[src/rtl/logic_slice_sched.sv]
`default_nettype none
// ============================================================================
// Module   : logic_slice_sched
// Brief    : Two-requester round-robin scheduler around a shared SLICE-bit
//            bitwise logic stage (AND/OR/XOR/XNOR). A WIDTH-bit operation
//            is sequenced one slice per cycle. The assembled result is
//            returned with the requester id over a valid/ready response port.
// Options  : LOGIC_SCHED_STATS_EN adds an 8-bit wrapping count of completed
//            response handshakes on output done_cnt.
// Revision : 1.0 - initial release
// ============================================================================
module logic_slice_sched #(
  parameter int WIDTH = 16,
  parameter int SLICE = 4
) (
  input  logic             clk,
  input  logic             rst_n,
  input  logic             req0_valid,
  output logic             req0_ready,
  input  logic [1:0]       req0_op,
  input  logic [WIDTH-1:0] req0_a,
  input  logic [WIDTH-1:0] req0_b,
  input  logic             req1_valid,
  output logic             req1_ready,
  input  logic [1:0]       req1_op,
  input  logic [WIDTH-1:0] req1_a,
  input  logic [WIDTH-1:0] req1_b,
  output logic             rsp_valid,
  input  logic             rsp_ready,
  output logic             rsp_id,
  output logic [WIDTH-1:0] rsp_result,
  output logic             busy
`ifdef LOGIC_SCHED_STATS_EN
  ,
  output logic [7:0]       done_cnt
`endif
);

  localparam int NSLICE = WIDTH / SLICE;
  localparam int CW     = (NSLICE > 1) ? $clog2(NSLICE) : 1;

  localparam logic [1:0] ST_IDLE = 2'd0;
  localparam logic [1:0] ST_RUN  = 2'd1;
  localparam logic [1:0] ST_DONE = 2'd2;

  logic [1:0]       state;
  logic [CW-1:0]    cnt;
  logic [1:0]       op_q;
  logic [WIDTH-1:0] a_q;
  logic [WIDTH-1:0] b_q;
  logic             last_grant;

  logic             grant0;
  logic             grant1;
  logic             accept;
  logic             sel_id;
  logic [SLICE-1:0] a_sl [NSLICE];
  logic [SLICE-1:0] b_sl [NSLICE];
  logic [SLICE-1:0] slice_a;
  logic [SLICE-1:0] slice_b;
  logic [SLICE-1:0] slice_res;
  logic [WIDTH-1:0] res_next;

  // Round-robin arbitration: a lone requester wins; on a tie the one not
  // granted last time wins.
  always_comb begin
    grant0 = req0_valid & (~req1_valid | last_grant);
    grant1 = req1_valid & (~req0_valid | ~last_grant);
  end

  assign req0_ready = (state == ST_IDLE) & grant0;
  assign req1_ready = (state == ST_IDLE) & grant1;
  assign accept     = req0_ready | req1_ready;
  assign sel_id     = req1_ready;
  assign busy       = (state != ST_IDLE);

  // Split the latched operands into per-slice views for the slice mux.
  for (genvar i = 0; i < NSLICE; i++) begin : g_slice
    assign a_sl[i] = a_q[i*SLICE +: SLICE];
    assign b_sl[i] = b_q[i*SLICE +: SLICE];
  end

  assign slice_a = a_sl[cnt];
  assign slice_b = b_sl[cnt];

  // Shared logic stage operating on the current slice.
  always_comb begin
    slice_res = '0;
    case (op_q)
      2'b00:   slice_res = slice_a & slice_b;
      2'b01:   slice_res = slice_a | slice_b;
      2'b10:   slice_res = slice_a ^ slice_b;
      default: slice_res = ~(slice_a ^ slice_b);
    endcase
  end

  // Merge the new slice into the result; all other slices keep their value.
  always_comb begin
    res_next = rsp_result;
    for (int i = 0; i < NSLICE; i++) begin
      if (cnt == CW'(i)) begin
        res_next[i*SLICE +: SLICE] = slice_res;
      end
    end
  end

  // Control FSM, operand capture and result assembly.
  always_ff @(posedge clk or negedge rst_n) begin
    if (!rst_n) begin
      state      <= ST_IDLE;
      cnt        <= '0;
      op_q       <= 2'b00;
      a_q        <= '0;
      b_q        <= '0;
      last_grant <= 1'b1;
      rsp_valid  <= 1'b0;
      rsp_id     <= 1'b0;
      rsp_result <= '0;
    end else begin
      case (state)
        ST_IDLE: begin
          if (accept) begin
            op_q       <= sel_id ? req1_op : req0_op;
            a_q        <= sel_id ? req1_a  : req0_a;
            b_q        <= sel_id ? req1_b  : req0_b;
            rsp_id     <= sel_id;
            last_grant <= sel_id;
            rsp_result <= '0;
            cnt        <= '0;
            state      <= ST_RUN;
          end
        end
        ST_RUN: begin
          rsp_result <= res_next;
          if (cnt == CW'(NSLICE - 1)) begin
            rsp_valid <= 1'b1;
            state     <= ST_DONE;
          end else begin
            cnt <= cnt + 1'b1;
          end
        end
        ST_DONE: begin
          // Result, id and valid hold until the consumer takes them.
          if (rsp_ready) begin
            rsp_valid <= 1'b0;
            state     <= ST_IDLE;
          end
        end
        default: begin
          state     <= ST_IDLE;
          rsp_valid <= 1'b0;
        end
      endcase
    end
  end

`ifdef LOGIC_SCHED_STATS_EN
  // Count completed response handshakes; wraps naturally at 8 bits.
  always_ff @(posedge clk or negedge rst_n) begin
    if (!rst_n) begin
      done_cnt <= 8'd0;
    end else if (rsp_valid && rsp_ready) begin
      done_cnt <= done_cnt + 8'd1;
    end
  end
`endif

endmodule
`default_nettype wire

[config.mk]
export PLATFORM = sky130hd
export DESIGN_NAME = logic_slice_sched
export DESIGN_NICKNAME = d
export VERILOG_FILES = /design/src/rtl/logic_slice_sched.sv
export SDC_FILE = /design/constraint.sdc
export NUM_CORES = 1
export LEC_CHECK = 0
export ABC_AREA = 1
export ABC_CLOCK_PERIOD_IN_PS = 1800
export BUFFER_PORTS_ARGS = -buffer_cell sky130_fd_sc_hd__buf_4
export CAP_MARGIN = 20
export CORE_MARGIN = 5
export CORE_UTILIZATION = 49
export DETAILED_ROUTE_END_ITERATION = 6
export PLACE_DENSITY = 0.77
export SETUP_SLACK_MARGIN = 0.2
export SYNTH_ARGS = -nofsm -noshare
export SYNTH_HDL_FRONTEND = slang
export SYNTH_SLANG_ARGS = --single-unit
[constraint.sdc]
create_clock -name clk -period 1.8 [get_ports clk]
set_input_delay 0.36 -clock clk [delete_from_list [all_inputs] [get_ports clk]]
set_output_delay 0.36 -clock clk [all_outputs]
set_load 0.02 [all_outputs]
== Word-level counts from Yosys, hierarchy flattened ==
Cells that the tools add are included.
Cells by class
  multiplexer cells: 26
  add/sub/neg operators: 1
  magnitude comparators: 1
  reduce and logical (&&, ||, !) cells: 13
  bitwise operators: 16
  equality and inequality tests: 14
Operators with widths (count)
  16-bit 2-to-1 mux: 3
  4-bit 2-to-1 mux: 8
  16-bit case mux with 2 select lines: 1
  3-bit AND reduction: 7
  4-bit binary-select mux with 2-bit select: 2
  2-bit inequality test (second input constant): 7
  2-bit 2-to-1 mux: 6
  4-bit case mux with 3 select lines: 1
  2-bit equality test (second input constant): 4
  2-bit by 1-bit equality test with 1-bit output (second input constant): 3
  2-bit zero test: 3
  2-bit case mux with 3 select lines: 1
  1-bit bitwise AND: 4
  4-bit bitwise AND: 1
  1-bit NOT: 4
  4-bit NOT: 1
  4-bit bitwise OR: 1
  2-bit case mux with 2 select lines: 1
  2-bit nonzero test: 2
  4-bit bitwise XOR: 1
  3-bit >= comparator (second input constant): 1
  2-bit NOT with 3-bit output: 1
  1-bit bitwise OR: 3
  1-bit case mux with 3 select lines: 1
  other kinds (3): 4
Word-level totals
  input bits: 73
  word-level logic and storage cells: 83
  register bits after elaboration: 57

== Longest topological paths before layout ==
Gate-level depths: netlist of the first run.
  depth in word-level cells: 9
  mapped depth: 12

== Least setup slack after synthesis of the first run ==
OpenSTA, ideal clock, no wires.
  kind: register to register
  start point: reg cnt[0]
  end point: reg rsp_result[0]
  clock period less this slack: 1.852 ns
  slack: -0.052 ns
  data required time: 1.682 ns
  path buffers: 2
  arrival: 1.734 ns
  cell stages (with the launch flop): 12
  cell sequence: dfrtp_1 buf_2 clkinv_1 buf_2 nand2_1 nand3_1 nand2_1 ha_1 o21ai_0 nand3_1 nand3_1 nand2_1
Between the ends
  cells in the longest elaborated chain, start to end: 9
Ends and longest elaborated chain
  start, declared: RTL line 47  | logic [CW-1:0] cnt;
  start signal, assigned: RTL line 139  | cnt <= cnt + 1'b1;
  2-bit NOT with 3-bit output (implied by the code): RTL line 83, 84
  4-bit binary-select mux with 2-bit select (on tied branches): RTL line 83, 84
  4-bit 2-to-1 mux (on tied branches) (2 in series): RTL line 83, 84
  4-bit bitwise XOR: RTL line 92, 93
  4-bit NOT: RTL line 93  | default: slice_res = ~(slice_a ^ slice_b);
  4-bit case mux with 3 select lines: RTL line 89  | case (op_q)
  4-bit 2-to-1 mux: RTL line 101  | if (cnt == CW'(i)) begin
  16-bit case mux with 2 select lines: RTL line 120  | case (state)
  end signal, assigned: RTL line 134  | rsp_result <= res_next;
  end, declared: RTL line 31  | output logic [WIDTH-1:0] rsp_result,
Several ways; a longest one is shown, not always the timed one. The select of a mux whose other input is x is not followed.
A chain may end at the register's enable or synchronous reset.

== Final worst setup path of the first run ==
  start point: reg cnt[0]
  end point: reg rsp_result[12]
The elaborated chain is that of the path after synthesis.

==> flow_summary.ini, run 1 <==
[timing]
tns_ns = 0
setup_slack_ns = 0.104
hold_viol = 0
rsz0062_at_grt = yes
min_period_over_period_pct = 94.2
min_period_ns = 1.70
slew_violations = 0
tightest_slew_ns = 0.707
fmax_ghz = 0.590
final.setup_skew_ns = 0.0141
setup_violations = 0
max_slew_margin_pct = 52.9

[logic_synthesis]
yosysWarningCount = 0
synth_edf_count = 0
synth_area_leaders = dfrtp_1 36%, nand2_1 20%, inv_1 8.4%
synth_top_area_cell = dfrtp_1
syn_avg_cell_area_sq_um = 7.25
synth_top_area_share_pct = 36.3
synth-compound-area-share_pct = 1.36
synth_area_sq_um = 3860
synth_top_family_by_area = simple AND/OR/NAND/NOR gates
synth_fp_nets = 617
synth_ff_type = dfrtp_1
synth.top_cells.by_count = 203 x nand2_1, 86 x inv_1, 56 x dfrtp_1, 56 x nand3_1, 36 x nand4_1
ys_seq_area_share_pct = 37.0
synthDistinctLibCells = 29
synth_adder_area_share_pct = 3.89
synthCells = 532
synth_async_sr_flop_share_pct = 100
synth_mux_area_share_pct = 0
synthMostInstantiatedCell = nand2_1
synth_seq_cells = 57
synth-xor-area-share_pct = 0
synthSimpleGateAreaFrac_pct = 43.7

[floorplan]
die_h_um = 98.7
rows = 32
core_area_sq_um = 7690
fp.dieArea_sq_um = 9740
ios = 94
dieWidth_um = 98.7
start_util_pct = 50.2

[placement]
port_buffers = 93
dp_cells = 709
dp_slack_ns = 0.00252
place_congestion = 0.829
place.detailed.hpwl_um = 7150

[worst_setup_path]
critPathLaunchType = flop
worstPathArrival_ns = 1.92
cp-end-kind = flop
crit_type = reg -> reg
cp_max_fo = 7
regToRegSetupSlack_ns = 0.10
cp.required_ns = 2.03

[drt]
drcViolationCount = 0
dr.pass1.iters = 4
initialDrtViolationCount = 158
routedWlPerCell_um = 13.8
finalWirelength_um = 10100
via_per_inst = 5.08
ant_nets = 0
vias = 3731

[flow_run]
cap_viol_max_count = 0

[clock_tree]
clockBufferDepth = 2
cts_tree = built
cts.clk_slew.worst_paths_ns = 0.07
htreeDepth = 3
root_buffer = clkbuf_8
cts.sinks = 57
cts_buffers = 9
cts_hold_buf = 0
clk_latency_ns = 0.34

[grt]
overflow = 0
first_global_vias = 3680
antenna_found_initial = 0
track_usage_pct = 20.9
grt_pass1_wl_um = 16800
grt_max_degree = 58

[outcome]
status = complete, no violations

[finish]
nets = 714
final_cells = 735
drive_gt1_share_pct = 33.5
fillers = 676
syn2layout_area_growth_pct = 33.3
antennaDiodeCount = 0

[pwr]
peakVddDrop_mv = 0.677
p_per_area_nw_per_um2 = 1740
totalPowerFinal_mw = 8.92
power.leakage_nw = 2.92

[worst_hold_path]
hold_class = in -> async
## power breakdown
group	leakage [nW]	total [mW]	switching, mW	internal [mW]
Sequential	0.712	2.35	0.480	1.87
Combinational	2.10	5.26	3.21	2.05
Clock	0.106	1.30	0.491	0.808
Total	2.92	8.92	4.18	4.73
## metal layers
| layer | share of wire (%) | wire length, um | vias up | global-route usage (%) |
|---|---|---|---|---|
| met5 | 0 | 0 | - | 0 |
| met4 | 1.5 | 150 | 0 | 6.20 |
| met3 | 5.4 | 547 | 15 | 3.68 |
| met2 | 51 | 5170 | 117 | 36.2 |
| met1 | 42 | 4270 | 1735 | 26.6 |
| li1 | - | - | 1864 | - |
## what timing repair did
action	CTS	global route
endpoints found under the setup margin	31	55
buffers inserted	6	2
gates cloned	2	1
pin swaps	17	15
gates resized for setup	33	38
## registers in the layout (all words and copies together), names as in the netlist
register,count
a_q,16
b_q,16
rsp_result,16
cnt,2
op_q,2
state,2
last_grant,1
rsp_id,1
rsp_valid,1
## worst paths after layout
check	startpoint	to	depth (start not counted)
max in group asynchronous	rst_n	state[0]	1
max	cnt[0]	rsp_result[12]	9
min reg2reg	b_q[9]	b_q[9]	2
min	rst_n	rsp_valid	1
max reg2reg	cnt[0]	rsp_result[12]	9
min in group clk	rsp_ready	state[1]	4
## cells by family after synthesis
family / Yosys count
AND/OR/NAND/NOR: 337
buffers and inverters: 117
flip-flops: 57
adder cells (fa/ha/maj): 12
AO/OA/AOI/OAI: 9
## final cells by class
| type | instances | area [sq um] | area share, % |
|---|---|---|---|
| Clock buffer | 12 | 145 | 2.82 |
| Clock inverter | 3 | 65.1 | 1.27 |
| Inverter | 89 | 344 | 6.70 |
| Multi-Input combinational cell | 358 | 2110 | 41.1 |
| Sequential cell | 57 | 1430 | 27.9 |
| Tap cell | 102 | 128 | 2.48 |
| Timing Repair Buffer | 112 | 895 | 17.4 |
| Timing Repair inverter | 2 | 15.0 | 0.292 |
## cell usage in the layout (no fill, tap or decap)
cell | synthesis | layout
nand2_1 | 203 | 191
buf_4 | 4 | 101
inv_1 | 86 | 79
dfrtp_1 | 56 | 52
nand3_1 | 56 | 39
nand4_1 | 36 | 36
nand3_2 | 19 | 34
nand2_2 | 2 | 12
clkbuf_8 | 0 | 10
buf_6 | 2 | 9
inv_2 | 1 | 8
nand3_4 | 5 | 7
nor2_1 | 7 | 7
ha_1 | 12 | 7
nand3b_1 | 4 | 4
ha_4 | 0 | 4
dfrtp_2 | 0 | 4
clkinv_4 | 0 | 3
o21ai_2 | 0 | 3
nor2_8 | 2 | 2
nand2_4 | 0 | 2
o21ai_0 | 6 | 2
clkbuf_1 | 8 | 2
bufinv_16 | 0 | 2
nand2_8 | 1 | 1
o211ai_2 | 1 | 1
a21oi_4 | 0 | 1
nor3_1 | 1 | 1
o21ai_1 | 1 | 1
o21ai_4 | 0 | 1
or2_2 | 1 | 1
ha_2 | 0 | 1
clkinv_2 | 0 | 1
inv_4 | 0 | 1
dfstp_2 | 1 | 1
buf_12 | 3 | 1
buf_8 | 1 | 1
## metrics by stage
step	hold WS, ns	area [sq um]	util [%]
after global placement	0.447	4570	59.4
after global routing	0.124	5140	66.8
after floorplan	0.0644	3880	-
after detailed placement	0.455	4570	59.4
after CTS	0.0915	4970	64.6
final	0.0644	5140	66.8
## worst max-delay path, stage by stage, from the launching register on
cell,delay (ns)
dfrtp_2,0.52
buf_6,0.16
nand2_1,0.05
nand3_1,0.09
nand2_2,0.08
ha_4,0.26
o21ai_4,0.16
nand3_4,0.13
nand3_2,0.09
nand2_1,0.05
Note: power is estimated with default switching activity, not from simulation.
==> run 2: changes to the inputs <==
- CORE_UTILIZATION: 49 -> 25
- PLACE_DENSITY: 0.77 -> 0.45
==> flow_summary.ini, run 2 (synthesis results as in run 1) <==
[worst_setup_path]
cp_slowest_cell = dfrtp_2
cp_max_fo = 8
crit_buf_inv = 2
worstPathCellList = buf_12 > buf_16 > nand2_2 > nand3_2 > nand2_2 > ha_4 > o21ai_2 > nand3_2 > nand3_2 > nand2_1
worstReg2RegEnd = rsp_result[12]
worstPathArrival_ns = 1.92
worstRegToRegCells = 10
crit_path_max_incr_delay_ns = 0.45
regToRegStartpoint = cnt[0]
cpMostUsedCell = nand3_2
crit_type = reg -> reg
regToRegSetupSlack_ns = 0.09
critPathLaunchType = flop
cp.required_ns = 2.02
critPathTopFamily = simple AND/OR/NAND/NOR gates
cp-end-kind = flop

[placement]
place.detailed.hpwl_um = 8230
placedInstanceArea_sq_um = 4720
place_congestion = 0.823
port_buffers = 93
dp_cells = 799
dp_slack_ns = -0.0172

[grt]
track_usage_pct = 13.0
met3_usage_pct = 3.19
met1_usage_pct = 15.9
use_met2_pct = 22.7
antenna_found_initial = 0
grt_max_degree = 58
top_usage_layer = met2
overflow = 0
first_global_vias = 3847
grt_pass1_wl_um = 19000

[finish]
largest_registers = a_q x16, b_q x16, rsp_result x16
final_cell_mix = 172 x nand2_1, 106 x buf_4, 79 x inv_1
post-route-util_pct = 37.4
drive_gt1_share_pct = 40.2
syn2layout_area_growth_pct = 46.9
nets = 721
final_cells = 828
fin_area_sq_um = 5660
final_common_cell = nand2_1
antennaDiodeCount = 0

[drt]
drcViolationCount = 0
dr.pass1.iters = 4
vias = 3739
initialDrtViolationCount = 117
via_per_inst = 4.52
finalWirelength_um = 11300
ant_nets = 0
routedWlPerCell_um = 13.7

[pwr]
pwr-share-clk_pct = 16.7
switchingPower_mw = 4.67
p_per_area_nw_per_um2 = 1800
totalPowerFinal_mw = 10.2
swShare_pct = 45.8
combinationalPowerShare_pct = 59.6
p_int_mw = 5.52
power.leakage_nw = 3.12
power_frac_seq_pct = 23.7
peakVddDrop_mv = 0.601

[clock_tree]
cts_buffers = 9
cts.sinks = 57
clk_latency_ns = 0.33
cts.clk_slew.worst_paths_ns = 0.05
root_buffer = clkbuf_16
htreeDepth = 3
cts_tree = built
clockBufferDepth = 2

[floorplan]
ios = 94
dieWidth_um = 134
die_h_um = 134
fp.dieArea_sq_um = 18000
core_area_sq_um = 15100
start_util_pct = 25.5
rows = 45

[flow_run]
cap_viol_max_count = 0

[timing]
max_slew_margin_pct = 49.3
fmax_ghz = 0.586
final.setup_skew_ns = 0.00514
tns_ns = 0
setup_slack_ns = 0.0922
tightest_slew_ns = 0.761
slew_violations = 0
hold_viol = 0
setup_violations = 0
rsz0062_at_grt = yes
timing.hold.ws_ns = 0.0828
min_period_over_period_pct = 94.9
min_period_ns = 1.71

[outcome]
status = complete, no violations

[worst_hold_path]
hold_class = in -> async
## run 2: cell types whose count changed in the layout (fill, tap and decap cells not counted), sizes merged
cell    change
clkinv      +1
bufinv      -1
buf         +8
inv         -1
## run 2: what timing repair did
item	4_1_cts	5_1_grt
gates resized for setup	70	53
hold endpoints to repair	0	0
pin swaps	37	36
hold buffers	0	0
gates cloned	2	0
endpoints found under the setup margin	53	50
setup buffers	10	2
## run 2: layout make-up
type,count,area [sq um]
inverters,89,343
repair buffers,120,1000
well taps,188,235
clock buffers,12,256
clock inverters,3,40.0
flip-flops and latches,57,1430
fillers,1599,9480
repair inverters,1,8.76
multi-input cells,358,2350
## run 2: worst max-delay path by stage
stage / start / endpoint / slack [ns] / cells past startpoint
4_1_cts: cnt[0] / rsp_result[12] / 0.10 / 10
2_1_floorplan: cnt[0] / rsp_result[10] / 0.14 / 11
6_report: cnt[0] / rsp_result[12] / 0.09 / 10
5_1_grt: cnt[0] / rsp_result[1] / 0.03 / 10
3_5_place_dp: cnt[0] / rsp_result[12] / -0.02 / 9
3_3_place_gp: cnt[0] / rsp_result[12] / 0.01 / 9
## run 2: metal layers
layer	wire (um)	vias to the layer above
li1	-	1887
met1	4940	1754
met2	5670	79
met3	529	19
met4	193	0
met5	0	-
## run 2: power by group through the flow
stage                     Clock, mW  Sequential, mW  Combinational, mW
after floorplan                   0            2.31               3.20
after global placement            0            2.34               4.35
after detailed placement          0            2.33               4.41
after CTS                      1.74            2.37               5.48
after global routing           1.79            2.49               6.72
final                          1.70            2.41               6.08
